$ cat config.mk
export PLATFORM = sky130hd
export DESIGN_NAME = mod_n_up_counter_flat
export DESIGN_NICKNAME = d
export VERILOG_FILES = /design/src/rtl/mod_n_up_counter_if.sv /design/src/rtl/mod_n_up_counter.sv /design/src/flat_wrapper.sv
export SDC_FILE = /design/constraint.sdc
export NUM_CORES = 1
export LEC_CHECK = 0
export ABC_AREA = 1
export CELL_PAD_IN_SITES_DETAIL_PLACEMENT = 0
export CELL_PAD_IN_SITES_GLOBAL_PLACEMENT = 1
export CORE_MARGIN = 2
export CORE_UTILIZATION = 43
export DETAILED_ROUTE_END_ITERATION = 7
export DONT_BUFFER_PORTS = 1
export PLACE_DENSITY_LB_ADDON = 0.1
export SETUP_SLACK_MARGIN = 0.4
export SLEW_MARGIN = 10
export SYNTH_ARGS = -nofsm -noshare
export SYNTH_HDL_FRONTEND = slang
export SYNTH_SLANG_ARGS = --single-unit
$ cat constraint.sdc
create_clock -name clk -period 2 [get_ports clk]
set_clock_uncertainty 0.15 [all_clocks]
set_input_delay 0.3 -clock clk [delete_from_list [all_inputs] [get_ports clk]]
set_output_delay 0.3 -clock clk [all_outputs]
set_load 0.005 [all_outputs]
$ cat src/rtl/mod_n_up_counter_if.sv
// rtl/mod_n_up_counter_if.sv - control/status bundle for the modulo-N up counter
interface mod_n_up_counter_if #(
  parameter int WIDTH  = 4,
  parameter int WRAP_W = 8
);
  logic              en;
  logic              start;
  logic              stop;
  logic              oneshot;
  logic              load;
  logic [WIDTH-1:0]  load_val;
  logic [WIDTH-1:0]  Cout;
  logic              running;
  logic              done;
  logic              tc;
  logic              carry_out;
  logic [WRAP_W-1:0] wrap_cnt;
  logic              load_err;

  // Controller side: drives commands, observes count and status
  modport master (
    output en, start, stop, oneshot, load, load_val,
    input  Cout, running, done, tc, carry_out, wrap_cnt, load_err
  );

  // Counter side
  modport slave (
    input  en, start, stop, oneshot, load, load_val,
    output Cout, running, done, tc, carry_out, wrap_cnt, load_err
  );
endinterface

$ cat src/rtl/mod_n_up_counter.sv
// rtl/mod_n_up_counter.sv - programmable modulo-N up counter with cascade carry
module mod_n_up_counter #(
  parameter int WIDTH  = 4,
  parameter int MOD    = 5,
  parameter int WRAP_W = 8
) (
  input  logic               clk,
  input  logic               clear,
  mod_n_up_counter_if.slave  bus
);

  typedef enum logic [1:0] {S_IDLE, S_RUN, S_DONE} state_t;

  // One extra bit so MOD == 2^WIDTH still compares correctly
  localparam logic [WIDTH:0]   MOD_EXT = (WIDTH+1)'(MOD);
  localparam logic [WIDTH-1:0] TERM    = WIDTH'(MOD - 1);

  state_t            state_q, state_d;
  logic [WIDTH-1:0]  cout_q, cout_d;
  logic [WRAP_W-1:0] wrap_q, wrap_d;
  logic              load_err_q, load_err_d;

  logic load_ok;
  logic cout_bad;
  logic at_term;

  assign load_ok  = {1'b0, bus.load_val} < MOD_EXT;
  assign cout_bad = {1'b0, cout_q} >= MOD_EXT;
  assign at_term  = (cout_q == TERM);

  // State and count registers; clear takes effect without waiting for an edge
  always_ff @(posedge clk or negedge clear) begin
    if (!clear) begin
      state_q    <= S_IDLE;
      cout_q     <= '0;
      wrap_q     <= '0;
      load_err_q <= 1'b0;
    end else begin
      state_q    <= state_d;
      cout_q     <= cout_d;
      wrap_q     <= wrap_d;
      load_err_q <= load_err_d;
    end
  end

  // Next state: load beats stop beats start beats counting
  always_comb begin
    state_d    = state_q;
    cout_d     = cout_q;
    wrap_d     = wrap_q;
    load_err_d = 1'b0;
    if (bus.load) begin
      // Out-of-range data is replaced by 0 and flagged; FSM state is kept
      cout_d     = load_ok ? bus.load_val : '0;
      load_err_d = ~load_ok;
    end else begin
      case (state_q)
        S_IDLE: begin
          if (!bus.stop && bus.start) state_d = S_RUN;
        end
        S_RUN: begin
          if (bus.stop) begin
            state_d = S_IDLE;
          end else if (bus.en) begin
            if (cout_bad) begin
              cout_d = '0;
            end else if (at_term) begin
              if (bus.oneshot) begin
                state_d = S_DONE;
              end else begin
                cout_d = '0;
                if (wrap_q != '1) wrap_d = wrap_q + 1'b1;
              end
            end else begin
              cout_d = cout_q + 1'b1;
            end
          end
        end
        S_DONE: begin
          if (bus.stop) begin
            state_d = S_IDLE;
          end else if (bus.start) begin
            cout_d  = '0;
            state_d = S_RUN;
          end
        end
        default: state_d = S_IDLE;
      endcase
    end
  end

  assign bus.Cout      = cout_q;
  assign bus.running   = (state_q == S_RUN);
  assign bus.done      = (state_q == S_DONE);
  assign bus.tc        = at_term;
  // Raised in the cycle before the wrap edge so the next digit steps with it
  assign bus.carry_out = at_term & bus.en & (state_q == S_RUN);
  assign bus.wrap_cnt  = wrap_q;
  assign bus.load_err  = load_err_q;

endmodule

$ cat src/flat_wrapper.sv
// flat-port wrapper written by rule: the top's interface ports become plain ports
module mod_n_up_counter_flat 
#(
  parameter int WIDTH  = 4,
  parameter int MOD    = 5,
  parameter int WRAP_W = 8
)
  (clk, clear, bus_en, bus_start, bus_stop, bus_oneshot, bus_load, bus_load_val, bus_Cout, bus_running, bus_done, bus_tc, bus_carry_out, bus_wrap_cnt, bus_load_err);
  mod_n_up_counter_if #(.WIDTH(WIDTH), .WRAP_W(WRAP_W)) bus_i ();
  input  logic clk;
  input  logic clear;
  input wire logic [$bits(bus_i.en)-1:0] bus_en;
  input wire logic [$bits(bus_i.start)-1:0] bus_start;
  input wire logic [$bits(bus_i.stop)-1:0] bus_stop;
  input wire logic [$bits(bus_i.oneshot)-1:0] bus_oneshot;
  input wire logic [$bits(bus_i.load)-1:0] bus_load;
  input wire logic [$bits(bus_i.load_val)-1:0] bus_load_val;
  output wire logic [$bits(bus_i.Cout)-1:0] bus_Cout;
  output wire logic [$bits(bus_i.running)-1:0] bus_running;
  output wire logic [$bits(bus_i.done)-1:0] bus_done;
  output wire logic [$bits(bus_i.tc)-1:0] bus_tc;
  output wire logic [$bits(bus_i.carry_out)-1:0] bus_carry_out;
  output wire logic [$bits(bus_i.wrap_cnt)-1:0] bus_wrap_cnt;
  output wire logic [$bits(bus_i.load_err)-1:0] bus_load_err;
  assign bus_i.en = bus_en;
  assign bus_i.start = bus_start;
  assign bus_i.stop = bus_stop;
  assign bus_i.oneshot = bus_oneshot;
  assign bus_i.load = bus_load;
  assign bus_i.load_val = bus_load_val;
  assign bus_Cout = bus_i.Cout;
  assign bus_running = bus_i.running;
  assign bus_done = bus_i.done;
  assign bus_tc = bus_i.tc;
  assign bus_carry_out = bus_i.carry_out;
  assign bus_wrap_cnt = bus_i.wrap_cnt;
  assign bus_load_err = bus_i.load_err;
  mod_n_up_counter #(.WIDTH(WIDTH), .MOD(MOD), .WRAP_W(WRAP_W)) u_core (.clk(clk), .clear(clear), .bus(bus_i));
endmodule
# Word-level counts from Yosys, hierarchy flattened
# Cells that the tools add are included.
[word_totals] ff_bits=15 in_bits=11 output_inout_bits=17 elab_cells=57
[classes] addsub=2 order_cmp=2 n_eq_ne=15 n_mux=20 n_bitwise=7 reduce_logical=7
[ops] cell="$mux 4" count=9
[ops] cell="$ne 3x3->1 const B" count=8
[ops] cell="$mux 2" count=8
[ops] cell="$add 8x1->8 const B" count=1
[ops] cell="$ne 8x8->1 const B" count=1
[ops] cell="$pmux 4 s2" count=1
[ops] cell="$reduce_and 8->1" count=1
[ops] cell="$reduce_and 7->1" count=1
[ops] cell="$pmux 2 s3" count=1
[ops] cell="$reduce_and 6->1" count=1
[ops] cell="$ne 5x4->1 const B" count=1
[ops] cell="$not 1->1" count=5
[ops] cell="$add 4x1->4 const B" count=1
[ops] cell="$eq 4x3->1 const B" count=1
[ops] cell="$ge 4x3->1 const B" count=1
[ops] cell="$lt 4x3->1 const B" count=1
[ops] cell="$ne 3x2->1 const B" count=1
[ops] cell="$reduce_bool 3->1" count=1
[ops] cell="$and 1x1->1" count=2
[ops] cell="$eq 2x1->1 const B" count=1
[ops] cell="$eq 2x2->1 const B" count=1
[ops] cell="$logic_not 2->1" count=1
[ops] cell="$ne 2x1->1 const B" count=1
[ops] cell="$logic_and 1x1->1" count=1
[ops] cell="other kinds (2)" count=2

# Longest topological paths before layout
[depth] ltp_word=7 ltp_mapped=11 mapped_depth_nobuf=11

# Least setup slack after synthesis
# OpenSTA, ideal clock, no wires.
[synth_timing] path_kind="flip-flop to flip-flop" from="reg u_core.cout_q[0] (netlist: u_core.bus.Cout[0])" to="reg u_core.wrap_q[0] (netlist: u_core.bus.wrap_cnt[0])" setup_time_ns=0.123 t_arrival_ns=1.313 required_time_ns=1.727 path_slack_ns=0.414 stages_incl_launch_ff=8 path_buffers=0 synth_period_minus_slack_ns=1.586 cell_sequence="dfrtp_1 -> inv_1 -> ha_1 -> nand2_1 -> nand2_1 -> nand4_4 -> o21ai_0 -> nand2_1"
[synth_via] elab_chain_len=3 word_cells_on_any_way=4 classes_between="order compare: 1; eq/ne: 1; bitwise: 1; reduce/logical: 1"
[synth_lines] element="from (decl)" line_no="mod_n_up_counter.sv:19" source="logic [WIDTH-1:0] cout_q, cout_d;"
[synth_lines] element="from (signal assigned)" line_no="mod_n_up_counter.sv:40" source="cout_q <= cout_d;"
[synth_lines] element="$ge 4x3->1" line_no="mod_n_up_counter.sv:28" source="assign cout_bad = {1'b0, cout_q} >= MOD_EXT;"
[synth_lines] element="$not 1->1 (no line)"
[synth_lines] element="$reduce_and 8->1 (no line) (*)"
[synth_lines] element="to (signal assigned)" line_no="mod_n_up_counter.sv:41" source="wrap_q <= wrap_d;"
[synth_lines] element="to (decl)" line_no="mod_n_up_counter.sv:20" source="logic [WRAP_W-1:0] wrap_q, wrap_d;"
# Mark *: on every way between the ends. The rest lies on a longest branch, timed or not.
# A chain may end at the register's enable or synchronous reset.

# Final worst setup path
[layout_timing] from="reg u_core.cout_q[0] (netlist: u_core.bus.Cout[0])" to="out bus_carry_out"
[layout_via] elab_chain_len=3
[layout_lines] element="$eq 4x3->1" line_no="mod_n_up_counter.sv:29" source="assign at_term = (cout_q == TERM);"
[layout_lines] element="$and 1x1->1 (2 in series)" line_no="mod_n_up_counter.sv:97" source="assign bus.carry_out = at_term & bus.en & (state_q == S_RUN);"
[layout_lines] element="to (decl)" line_no="flat_wrapper.sv:22" source="output wire logic [$bits(bus_i.carry_out)-1:0] bus_carry_out;"
# Every way passes these cells.

==> impl_metrics.tcl <==
set metrics [dict create \
    clk_pin_slew_worst_paths_ps 110 \
    layout.nets 172 \
    grt_overflow 0 \
    p_leak_nw 0.6768 \
    diodes 0 \
    io_buffer_count 0 \
    synth_top_area_cell "dfrtp_1" \
    final_common_cell "nand2_1" \
    crit_chain "inv_2, ha_4, nand3_4, nor2_8" \
    grt_usage_pct 18.72 \
    crit_buf_inv 1 \
    min_to "u_core.bus.load_err$_DFF_PN0_" \
    ys_top_cells_by_area "dfrtp_1 35%, nand2_1 18%, nand3_1 6.1%" \
    cts-root-to-sink-buffers 2 \
    h-tree-depth 1 \
    p_int_uw 684.3 \
    finalHoldViolations 0 \
    hp-class "in2reg" \
    relSlewSlack_pct 50.07 \
    drive_gt1_share_pct 23.08 \
    ys_types 21 \
    synth_area_um2 1061 \
    hold_slack_ps 14.95 \
    start_util_pct 46.62 \
    ys_warn_count 0 \
    dieHeight_um 53.68 \
    r2r_start "u_core.bus.Cout[0]$_DFFE_PN0P_" \
    vdd_drop_max_uv 773.4 \
    wl_mm 2.389 \
    area_growth_pct 17.45 \
    postLayoutCoreUtil_pct 54.76 \
    switching_share_pct 45.11 \
    postRouteAntennaNets 0 \
    reg2regPathDepth 8 \
    maxCapViolCount 0 \
    setup_viol 0 \
    viasPerCell 5.201 \
    post-route-period-util_pct 84.93 \
    synth.avg_cell_area_um2 7.267 \
    finalSetupTns_ps 0 \
    drc 0 \
    critical_path_depth 4 \
    p_clk_share_pct 15.1 \
    cts_root_buf "clkbuf_4" \
    path_class "reg2out" \
    holdPathStages 2 \
    synth-seq-area-share_pct 35.38 \
    power_frac_comb_pct 47.5 \
    seqPwrFrac_pct 37.3 \
    hpwl_mm 1.679 \
    cts.sinks 15 \
    end_kind "output pin" \
    period_needed_ps 1699 \
    r2r-end "u_core.bus.wrap_cnt[6]$_DFFE_PN0P_" \
    clock.fmax_mhz 588.8 \
    io_pins 28 \
    wire_per_inst_um 12.98 \
    crit_family "flip-flops" \
    final_cell_mix "41 x nand2_1, 16 x nor2_1, 14 x inv_1" \
    synth_edf_count 0 \
    core_um2 2276 \
    tightest_slew_ps 746.5 \
    fillers 218 \
    power.density_nw_per_um2 1000 \
    syn-num-nets 161 \
    startpoint_type "flop" \
    critical_path.max_stage_delay_ps 470 \
    cp_max_fo 5 \
    postSynth.asyncResetShare_pct 100.0 \
    num_vias 957 \
    slew_violations 0 \
    place_congestion 0.7824 \
    r2r_setup_slack_ps 340 \
    crit_required_ps 1550 \
    clkLatencyLatePin_ps 300 \
    dieArea_um2 2881 \
    status "completed" \
    synth.ff_latch_count 15 \
    drt_first_pass_iters 6 \
    row_count 17 \
    synthCells 146 \
    cts_buffers 3 \
    yosys_most_used_dff "dfrtp_1" \
    fp.dieW_um 53.68 \
    antenna_found_initial 0 \
    power.switching_uw 562.4 \
    slowest_stage "dfrtp_2" \
    grt_max_degree 16 \
    cts_tree "built" \
    hp-start "bus_load_val[3]" \
    rsz0062_at_grt "true" \
    drt_iter0_drc 13 \
    grt_pass1_wl_mm 3.939 \
    netlist.area_leader.share_pct 35.38 \
    critPathArrivalTime_ps 1250 \
    grt_pass1_vias 934 \
]
## layout make-up
| cell class | instances | area, um2 | share of cell area [%] |
|---|---|---|---|
| clock buffers | 3 | 22.52 | 1.807 |
| multi-input cells | 113 | 686.9 | 55.12 |
| clock inverters | 1 | 5.005 | 0.4016 |
| flip-flops and latches | 15 | 379.1 | 30.42 |
| well taps | 28 | 35.03 | 2.811 |
| inverters | 19 | 73.82 | 5.924 |
| repair buffers | 5 | 43.79 | 3.514 |
## logic make-up after synthesis
logic type / synth area share [%]
compound gates: 5.896
xor+xnor: 4.953
fa+ha+maj: 4.717
buf+inv: 6.722
flops: 35.38
simple gates: 42.34
## routing by layer
| layer | share of wire [%] | wire (um) | GRT usage, % |
|---|---|---|---|
| met1 | 45 | 1073 | 23.04 |
| met2 | 49 | 1167 | 31.71 |
| met3 | 5.2 | 124 | 4.444 |
| met4 | 0.96 | 23 | 6.410 |
| met5 | 0 | 0 | 0 |
## repair_timing
item | 4_1_cts | 5_1_grt
hold endpoints to repair | 15 | 0
hold buffers | 1 | 0
endpoints found under the setup margin | 15 | 16
buffers inserted | 2 | 2
gates resized for setup | 10 | 16
gates cloned | 1 | 0
pin swaps | 3 | 1
## worst register-to-register path: stages, from the launching register on
cell	delay, ps
dfrtp_2	470
inv_2	90
ha_4	150
nand2_1	70
nand2_2	130
nand4_4	170
nor2_8	230
nand2_1	70
nand2_1	70
## power groups by stage
stage,Clock (mW),Sequential [mW],Combinational (mW)
2_1_floorplan,0,0.433,0.376
3_3_place_gp,0,0.451,0.435
3_5_place_dp,0,0.454,0.442
4_1_cts,0.193,0.455,0.520
5_1_grt,0.205,0.479,0.679
6_report,0.189,0.465,0.593
## registers in the layout, summed over array words and instances (netlist names)
name	flops
u_core.bus.Cout	4
u_core.bus.load_err	1
u_core.bus.wrap_cnt	8
u_core.state_q	2
## synthesized netlist by cell type (2+ instances only)
cell type / count
nand2_1: 50
a21oi_1: 2
nor2_1: 17
inv_2: 2
ha_1: 4
dfrtp_1: 15
inv_1: 16
xnor2_1: 2
nand2_4: 2
xor2_1: 4
nand3_1: 13
nor2_8: 2
o21ai_0: 9
## how the worst max path moves through the flow
stage                                          to                           start  slack [ps]
2_1_floorplan  u_core.bus.wrap_cnt[0]$_DFFE_PN0P_  u_core.bus.Cout[0]$_DFFE_PN0P_         410
3_3_place_gp   u_core.bus.wrap_cnt[1]$_DFFE_PN0P_  u_core.bus.Cout[0]$_DFFE_PN0P_         280
3_5_place_dp   u_core.bus.wrap_cnt[0]$_DFFE_PN0P_  u_core.bus.Cout[0]$_DFFE_PN0P_         210
4_1_cts                             bus_carry_out  u_core.bus.Cout[1]$_DFFE_PN0P_         300
5_1_grt                             bus_carry_out  u_core.bus.Cout[0]$_DFFE_PN0P_         250
6_report                            bus_carry_out  u_core.bus.Cout[0]$_DFFE_PN0P_         300
## stage by stage
step / cell area [um2] / total power [mW] / cells / setup WS, ps
after floorplan: 1061 / 0.8096 / 146 / 414.0
after global placement: 1096 / 0.8860 / 174 / 275.4
after detailed placement: 1096 / 0.8956 / 174 / 212.2
after CTS: 1180 / 1.167 / 182 / 297.7
after global routing: 1246 / 1.363 / 184 / 247.0
final: 1246 / 1.247 / 184 / 301.5
(Power assumes the default switching activity.)
